==> src/rtl/linha_envase.sv <==
// rtl/linha_envase.sv - bottling-line batch sequencer (convey, fill, cap, eject)
// Single Moore FSM with shared timeout timer, coded faults and progress display.
module linha_envase #(
  parameter int BATCH        = 10,
  parameter int CNT_W        = 4,
  parameter int TMR_W        = 8,
  parameter int FILL_TIMEOUT = 200,
  parameter int CAP_TIMEOUT  = 50,
  parameter int LEDS         = 10
) (
  input  logic             clk,
  input  logic             reset,
  input  logic             start,
  input  logic             stop,
  input  logic             ack,
  input  logic             PG,
  input  logic             CH,
  input  logic             RO,
  input  logic             MC,
  output logic             M,
  output logic             VE,
  output logic             AD,
  output logic             A,
  output logic             busy,
  output logic             done,
  output logic [1:0]       fault_code,
  output logic [CNT_W-1:0] remaining,
  output logic [LEDS-1:0]  leds_bar
);

  typedef enum logic [2:0] {
    S_IDLE, S_CONVEY, S_FILL, S_CAP, S_EJECT, S_DONE, S_FAULT
  } state_e;

  localparam logic [TMR_W-1:0] FILL_LAST = TMR_W'(FILL_TIMEOUT - 1);
  localparam logic [TMR_W-1:0] CAP_LAST  = TMR_W'(CAP_TIMEOUT - 1);
  localparam logic [CNT_W-1:0] BATCH_V   = CNT_W'(BATCH);

  state_e             state_q, state_d;
  logic [CNT_W-1:0]   remaining_q, remaining_d;
  logic [CNT_W-1:0]   completed_q, completed_d;
  logic [TMR_W-1:0]   timer_q, timer_d;
  logic [1:0]         fault_q, fault_d;
  logic               m_q, m_d, ve_q, ve_d, ad_q, ad_d, a_q, a_d;
  logic               busy_q, busy_d, done_q, done_d;
  logic [LEDS-1:0]    leds_q, leds_d;

  always_comb begin
    state_d     = state_q;
    remaining_d = remaining_q;
    completed_d = completed_q;
    timer_d     = timer_q;
    fault_d     = fault_q;
    unique case (state_q)
      S_IDLE: if (start) begin
        remaining_d = BATCH_V;
        completed_d = '0;
        fault_d     = 2'd0;
        state_d     = S_CONVEY;
      end
      S_CONVEY:
        if (stop) state_d = S_IDLE;
        else if (PG) begin
          timer_d = '0;
          state_d = S_FILL;
        end
      S_FILL:
        if (stop) state_d = S_IDLE;
        else if (CH) begin
          timer_d = '0;
          state_d = S_CAP;
        end else if (timer_q == FILL_LAST) begin
          fault_d = 2'd1;
          state_d = S_FAULT;
        end else timer_d = timer_q + TMR_W'(1);
      S_CAP:
        // An empty magazine outranks a seated cap on the same cycle.
        if (stop) state_d = S_IDLE;
        else if (!MC) begin
          fault_d = 2'd2;
          state_d = S_FAULT;
        end else if (RO) state_d = S_EJECT;
        else if (timer_q == CAP_LAST) begin
          fault_d = 2'd3;
          state_d = S_FAULT;
        end else timer_d = timer_q + TMR_W'(1);
      S_EJECT:
        if (stop) state_d = S_IDLE;
        else if (!PG) begin
          remaining_d = remaining_q - CNT_W'(1);
          completed_d = completed_q + CNT_W'(1);
          state_d     = (remaining_q == CNT_W'(1)) ? S_DONE : S_CONVEY;
        end
      S_DONE:  state_d = S_IDLE;
      S_FAULT: if (ack) begin
        fault_d = 2'd0;
        state_d = S_IDLE;
      end
      default: state_d = S_IDLE;
    endcase
  end

  // Outputs are registered from the next state so they line up with it.
  always_comb begin
    m_d    = (state_d == S_CONVEY) || (state_d == S_EJECT);
    ve_d   = (state_d == S_FILL);
    ad_d   = (state_d == S_CAP) && MC;
    a_d    = (state_d == S_FAULT);
    busy_d = (state_d == S_CONVEY) || (state_d == S_FILL) ||
             (state_d == S_CAP) || (state_d == S_EJECT);
    done_d = (state_d == S_DONE);
    leds_d = '0;
    for (int i = 0; i < LEDS; i++) leds_d[i] = (int'(completed_d) > i);
  end

  always_ff @(posedge clk) begin
    if (reset) begin
      state_q     <= S_IDLE;
      remaining_q <= '0;
      completed_q <= '0;
      timer_q     <= '0;
      fault_q     <= 2'd0;
      m_q         <= 1'b0;
      ve_q        <= 1'b0;
      ad_q        <= 1'b0;
      a_q         <= 1'b0;
      busy_q      <= 1'b0;
      done_q      <= 1'b0;
      leds_q      <= '0;
    end else begin
      state_q     <= state_d;
      remaining_q <= remaining_d;
      completed_q <= completed_d;
      timer_q     <= timer_d;
      fault_q     <= fault_d;
      m_q         <= m_d;
      ve_q        <= ve_d;
      ad_q        <= ad_d;
      a_q         <= a_d;
      busy_q      <= busy_d;
      done_q      <= done_d;
      leds_q      <= leds_d;
    end
  end

  assign M          = m_q;
  assign VE         = ve_q;
  assign AD         = ad_q;
  assign A          = a_q;
  assign busy       = busy_q;
  assign done       = done_q;
  assign fault_code = fault_q;
  assign remaining  = remaining_q;
  assign leds_bar   = leds_q;

endmodule

==> config.mk <==
export PLATFORM = sky130hd
export DESIGN_NAME = linha_envase
export DESIGN_NICKNAME = d
export VERILOG_FILES = /design/src/rtl/linha_envase.sv
export SDC_FILE = /design/constraint.sdc
export NUM_CORES = 1
export LEC_CHECK = 0
export CORE_ASPECT_RATIO = 2
export CORE_MARGIN = 2
export CORE_UTILIZATION = 60
export DETAILED_ROUTE_END_ITERATION = 7
export DONT_BUFFER_PORTS = 1
export PLACE_DENSITY = 0.76
export SLEW_MARGIN = 20
export SYNTH_ARGS = -nofsm -noshare
export SYNTH_HDL_FRONTEND = slang
export SYNTH_SLANG_ARGS = --single-unit
==> constraint.sdc <==
create_clock -name clk -period 2.2 [get_ports clk]
set_input_delay 0.44 -clock clk [delete_from_list [all_inputs] [get_ports clk]]
set_output_delay 0.44 -clock clk [all_outputs]
set_load 0.02 [all_outputs]
Yosys cells after proc, flatten, opt, wreduce, memory -nomap -nowiden
Index checks and enable logic that the tools add are counted.
Widths: inputs -> output; s select.
{"block": "word_totals", "ff_bits": 37, "out_inout_bits": 22, "elab_cells": 110}
{"block": "op_classes", "addsub": 3, "magnitude_cmp": 10, "n_eq_ne": 30, "n_mux": 43, "reduce_logical": 12}
{"operator": "$mux 8", "count": 9}
{"operator": "$mux 3", "count": 14}
{"operator": "$ne 2x2->1 const B", "count": 13}
{"operator": "$mux 4", "count": 6}
{"operator": "$pmux 8 s3", "count": 1}
{"operator": "$mux 2", "count": 9}
{"operator": "$pmux 3 s6", "count": 1}
{"operator": "$reduce_and 9->1", "count": 2}
{"operator": "$gt 4x3->1 const B", "count": 4}
{"operator": "$pmux 4 s2", "count": 2}
{"operator": "$eq 3x3->1 const B", "count": 5}
{"operator": "$eq 3x2->1 const B", "count": 4}
{"operator": "$ne 3x3->1 const B", "count": 3}
{"operator": "$add 8x1->8 const B", "count": 1}
{"operator": "$eq 8x6->1 const B", "count": 1}
{"operator": "$eq 8x8->1 const B", "count": 1}
{"operator": "$gt 4x1->1 const B", "count": 2}
{"operator": "$gt 4x2->1 const B", "count": 2}
{"operator": "$gt 4x4->1 const B", "count": 2}
{"operator": "$pmux 2 s4", "count": 1}
{"operator": "$eq 3x1->1 const B", "count": 2}
{"operator": "$add 4x1->4 const B", "count": 1}
{"operator": "$eq 4x1->1 const B", "count": 1}
{"operator": "$logic_or 1x1->1", "count": 4}
{"operator": "other kinds (7)", "count": 7}

Logic depth before layout (Yosys ltp)
{"block": "logic_depth", "ltp_word": 10, "ltp_mapped": 9}

Least setup slack after synthesis
No wires, ideal clock.
{"block": "synth_timing", "path_type": "input port to flip-flop", "start": "in stop", "end": "reg leds_q[0] (netlist: leds_bar[0])", "setup_ns": 0.134, "arrival_ns": 1.743, "t_required_ns": 2.066, "setup_slack_ns": 0.323, "stages": 8, "path_buffers": 2, "cell_sequence": "buf_4 nor2_1 nand4_1 mux2_1 a22oi_1 or2_1 buf_2 o211ai_1"}
{"block": "synth_via", "elab_chain_len": 3}
{"item": "start, declared", "line": "14", "rtl": "input logic stop,"}
{"item": "$mux 4", "line": "88", "rtl": "if (stop) state_d = S_IDLE;"}
{"item": "$pmux 4 s2", "line": "54", "rtl": "unique case (state_q)"}
{"item": "$gt 4x1->1", "line": "113", "rtl": "for (int i = 0; i < LEDS; i++) leds_d[i] = (int'(completed_d) > i);"}
{"item": "end signal, assigned", "line": "142", "rtl": "leds_q <= leds_d;"}
{"item": "end, declared", "line": "46", "rtl": "logic [LEDS-1:0] leds_q, leds_d;"}
Every way passes these cells.
A chain may end at the register's enable or synchronous reset.

Worst setup path after layout
{"block": "layout_timing", "start": "reg timer_q[4]", "end": "reg busy_q (netlist: busy)"}
{"block": "layout_via", "elab_chain_len": 10, "elab_cells_between_ends": 17, "classes_between": "6 x eq/ne; 8 x mux; 3 x reduce/logical"}
{"item": "start, declared", "line": "42", "rtl": "logic [TMR_W-1:0] timer_q, timer_d;"}
{"item": "start signal, assigned", "line": "134", "rtl": "timer_q <= timer_d;"}
{"item": "$eq 8x6->1", "line": "83", "rtl": "else if (timer_q == CAP_LAST) begin"}
{"item": "$mux 3", "line": "83"}
{"item": "$mux 3", "line": "82", "rtl": "end else if (RO) state_d = S_EJECT;"}
{"item": "$mux 3", "line": "79", "rtl": "else if (!MC) begin"}
{"item": "$mux 3", "line": "78", "rtl": "if (stop) state_d = S_IDLE;"}
{"item": "$pmux 3 s6 (*)", "line": "54"}
{"item": "$eq 3x1->1 / $eq 3x2->1 (equally long branches)", "line": "109", "rtl": "busy_d = (state_d == S_CONVEY) || (state_d == S_FILL) ||"}
{"item": "$logic_or 1x1->1 (2 in series)", "line": "109"}
{"item": "$logic_or 1x1->1 (*)", "line": "110", "rtl": "(state_d == S_CAP) || (state_d == S_EJECT);"}
{"item": "end signal, assigned", "line": "140", "rtl": "busy_q <= busy_d;"}
{"item": "end, declared", "line": "45", "rtl": "logic busy_q, busy_d, done_q, done_d;"}
Every way passes the cells marked *; elsewhere a longest branch is shown, timed or not.

==> impl_results.md <==
* Status: finished, final reports clean
* Number of antenna violations at the first check in global routing at 0
* Global-route met3 utilization at 6.374%
* Footprint of the multi-input gates at 978.4 µm²
* Largest stage delay, worst path at 0.49 ns
* Flip-flop and latch count after synthesis at 36
* Cell Int Power at 0.9946 mW
* Level count of the clock H-tree at 2
* Total count of hold-check failures in the final report at 0
* Max-slew headroom at the worst pin at 57.40%
* HPWL reported at the end of detailed placement at 2898 µm
* Clock tree buffer depth at 2
* Synth cell types at 54
* Clock root cell: sky130_fd_sc_hd__clkbuf_8
* Die W at 42.86 µm
* Highest net fanout along the worst path at 7
* DRC marker count from the first detailed-route iteration at 47
* Highest-delay cell along the critical path: sky130_fd_sc_hd__nor4_1
* Final weighted congestion in routability-driven placement at 1.031
* Worst Tran Pin Value at 0.6332 ns
* Clock slew at reported path FFs at 0.07 ns
* Fin crit period at 1.996 ns
* Type of the worst setup path: flop to flop
* Total core area at 0.002908 mm²
* Portion of the clock cycle consumed by the worst path in the final layout at 90.74%
* Clock latency reported for the late side of the worst-skew pair at 0.28 ns
* Category of the worst setup path capture point: flop
* Antenna fix cells at 0
* Count of input and output buffers at 0
* Total leakage power at 0.7577 nW
* Clock power share at 38.0%
* Hold buffer count at cts at 0
* Share of the synthesized area in compound gates (AO/OA/AOI/OAI) at 17.61%
* Max Fclk at 500.9 MHz
* Area Overhead vs Synth at 5.594%
* RSZ-0062 raised after global routing: false
* TritonCTS clock tree: built
* Overflow left after global routing at 0
* Buffering stage count on the worst path with inverters included at 1
* Routing layer with the top usage in global route: met2
* Clock buffer count from CTS at 5
* Arrival time at the worst endpoint at 2.21 ns
* Final #Nets at 226
* Path category of the worst min-delay check: input port to flop
* Synth warnings at 0
* Register Area at 721.9 µm²
* Power density normalized to cell area at 677.7 mW/mm²
* TritonRoute pass-1 iters at 4
* Floorplan die area at 0.003502 mm²
* Final number of setup-violating endpoints at 0
* Comb pwr share at 8.6%
* Die Ht at 81.71 µm
* Detailed Route WL at 3911 µm
* Vias per cell at 6.393
* Global router's overall resource usage at 24.53%
* Synthesized area divided by synthesized cell count at 8.506 µm²
* Post-synthesis simple-gate area fraction at 25.76%
* Cell seen most often among critical-path stages: sky130_fd_sc_hd__a21oi_1
* Synthesized Nets at 227
* Critical path, cell by cell: nor4_1 -> a21oi_1 -> o21ai_2 -> a221oi_2 -> buf_4 -> or3_1 -> a21oi_1
* Placement Rows at 28
* Xor and xnor fraction of the mapped netlist area at 4.834%
* Io pins at 31
* Peak supply drop at 0.4616 mV
* Vias in the first global route at 1531
* Top-area cell type share of the netlist area at 39.78%
* Sinks on Clock Net at 36
* Fraction of layout instances using a drive strength above 1 at 13.21%
* Cell type with the largest total area after synthesis: sky130_fd_sc_hd__dfxtp_1
* Met1 track demand over resource at 22.41%
* Synthesized-area fraction occupied by adder cells at 3.453%
* Met2 routing resource usage after global routing at 45.61%
* Count of final max-slew check failures at 0
* Post-detailed-route wirelength per cell at 16.16 µm
* Min Hold Slack at 0.2176 ns
* Switching part of the total power at 23.28%
* Wire length of the first global-routing pass at 6561 µm
* Switching power summed over all nets at 0.3018 mW
* Number of fill cells in the layout at 236
* Required time at the endpoint of the critical path at 2.41 ns
* Antenna Violating Nets Remaining at 0
* Drt drc at 0
* Setup Total Neg Slack at 0 ns
* Worst setup SP type: flop
* Starting utilization of the core area at 62.31%
* Share of synthesized area occupied by flip-flops and latches at 39.78%
* # Max-Cap Violations at 0
* Pin count of the biggest net entering global routing at 22
* Family with the most delay on the worst path: simple AND/OR/NAND/NOR gates
* Fraction of synthesized area in multiplexers at 2.348%
* Number of cells produced by synthesis at 213
* Dominant combinational cell family by area after synthesis: simple AND/OR/NAND/NOR gates
* Count of vias placed by the detailed router at 1547
* Max Clock Skew at 0.007289 ns
* Post-synthesis instance area at 0.001812 mm²
* Cell types with the largest area share after synthesis: sky130_fd_sc_hd__dfxtp_1 (40%), sky130_fd_sc_hd__nor2_1 (4.6%), sky130_fd_sc_hd__a21oi_1 (3.6%)
* Sequential power share at 53.4%
per-stage QoR:
stage          utilization [%]  worst slack [ns]  std cells  power, mW  cell area (µm²)
2_1_floorplan                -            0.3226        213     0.7956             1812
3_3_place_gp             62.44            0.2476        235     0.8112             1815
3_5_place_dp             62.44            0.1843        235     0.8162             1815
4_1_cts                  65.75            0.1809        242      1.309             1912
5_1_grt                  65.79           0.06031        242      1.345             1913
6_report                 65.79            0.2038        242      1.296             1913
cells in the mapped netlist, drive strengths merged:
library cell / n
inv: 11
nor2: 22
a31o: 1
mux2i: 2
nor3: 8
or2: 1
nand2: 16
nand2b: 4
o21a: 2
o22ai: 1
ha: 5
o221a: 1
xor2: 7
nand3: 7
dfxtp: 36
o211ai: 2
and4: 2
a211oi: 2
a21oi: 14
a311oi: 1
buf: 10
a31oi: 2
and2: 2
mux2: 2
o211a: 2
and3b: 2
nor2b: 8
or4: 1
clkbuf: 3
nand4b: 1
o21bai: 1
and3: 3
o21ai: 13
nor4b: 1
or3: 2
nand4: 3
nor4: 4
a22oi: 3
nor3b: 1
a221oi: 1
xnor2: 3
final cells by class:
| type | count | area share (%) |
|---|---|---|
| multi-input cells | 153 | 51.14 |
| flip-flops and latches | 36 | 37.74 |
| clock buffers | 7 | 5.036 |
| inverters | 11 | 2.158 |
| repair buffers | 5 | 1.962 |
| well taps | 30 | 1.962 |
cells in the final DEF (no fill, tap or decap), types with 2 or more instances in the layout:
cell and count:
sky130_fd_sc_hd__a211oi_1 2, sky130_fd_sc_hd__nand3_1 6, sky130_fd_sc_hd__nor2_1 22, sky130_fd_sc_hd__and2_1 2
sky130_fd_sc_hd__nand4_1 3, sky130_fd_sc_hd__and3b_1 2, sky130_fd_sc_hd__o21ai_0 4, sky130_fd_sc_hd__and4_1 2
sky130_fd_sc_hd__and3_2 2, sky130_fd_sc_hd__ha_1 5, sky130_fd_sc_hd__mux2i_1 2, sky130_fd_sc_hd__dfxtp_1 35
sky130_fd_sc_hd__a31oi_1 2, sky130_fd_sc_hd__o211ai_1 2, sky130_fd_sc_hd__o21ai_1 8, sky130_fd_sc_hd__nor4_1 4
sky130_fd_sc_hd__nor3_1 8, sky130_fd_sc_hd__buf_4 5, sky130_fd_sc_hd__inv_1 9, sky130_fd_sc_hd__inv_2 2
sky130_fd_sc_hd__nand2_1 16, sky130_fd_sc_hd__a22oi_1 2, sky130_fd_sc_hd__clkbuf_8 7, sky130_fd_sc_hd__a21oi_1 13
sky130_fd_sc_hd__o21a_1 2, sky130_fd_sc_hd__xnor2_1 3, sky130_fd_sc_hd__nor2b_1 8, sky130_fd_sc_hd__xor2_1 7
sky130_fd_sc_hd__nand2b_1 4
path summary, 6_finish.rpt:
kind	slack [ns]	depth (start not counted)	startpoint	end
max	0.20	7	timer_q[4]$_SDFFE_PP0P_	busy$_SDFF_PP0_
min	0.22	1	reset	fault_code[1]$_SDFFE_PP0P_
max reg2reg	0.20	7	timer_q[4]$_SDFFE_PP0P_	busy$_SDFF_PP0_
min reg2reg	0.58	2	fault_code[1]$_SDFFE_PP0P_	fault_code[1]$_SDFFE_PP0P_
worst reg2reg max path, stage by stage, from the launching register on:
cell and delay, ns:
sky130_fd_sc_hd__dfxtp_1 0.38, sky130_fd_sc_hd__nor4_1 0.49, sky130_fd_sc_hd__a21oi_1 0.16, sky130_fd_sc_hd__o21ai_2 0.15, sky130_fd_sc_hd__a221oi_2 0.07, sky130_fd_sc_hd__buf_4 0.16, sky130_fd_sc_hd__or3_1 0.37, sky130_fd_sc_hd__a21oi_1 0.14
per-layer routing:
metal / vias up / wire length (µm)
met5: - / 0
met4: 0 / 142
met3: 16 / 207
met2: 59 / 2171
met1: 732 / 1390
li1: 740 / -
timing repair:
action | CTS | global route
gates resized for setup | 0 | 1
endpoints found under the setup margin | 0 | 2
setup buffers | 0 | 0
power groups by stage:
stage	logic [mW]	clock network [mW]	registers, mW
2_1_floorplan	0.0989	0	0.697
3_3_place_gp	0.105	0	0.706
3_5_place_dp	0.110	0	0.706
4_1_cts	0.110	0.506	0.692
5_1_grt	0.125	0.527	0.694
6_report	0.112	0.492	0.692
registers in the layout, indices dropped and copies added, names as in the netlist:
name and flops:
state_q 3, done 1, A 1, completed_q 3, M 1, fault_code 2
leds_bar 10, AD 1, remaining 4, VE 1, timer_q 8, busy 1
logic make-up after synthesis:
| logic type | after synthesis |
|---|---|
| AO/OA/AOI/OAI | 46 |
| XOR/XNOR | 10 |
| adder cells (fa/ha/maj) | 5 |
| buffers and inverters | 24 |
| flip-flops | 36 |
| multiplexers | 4 |
| AND/OR/NAND/NOR | 88 |
Power figures use the tool's default switching activity.
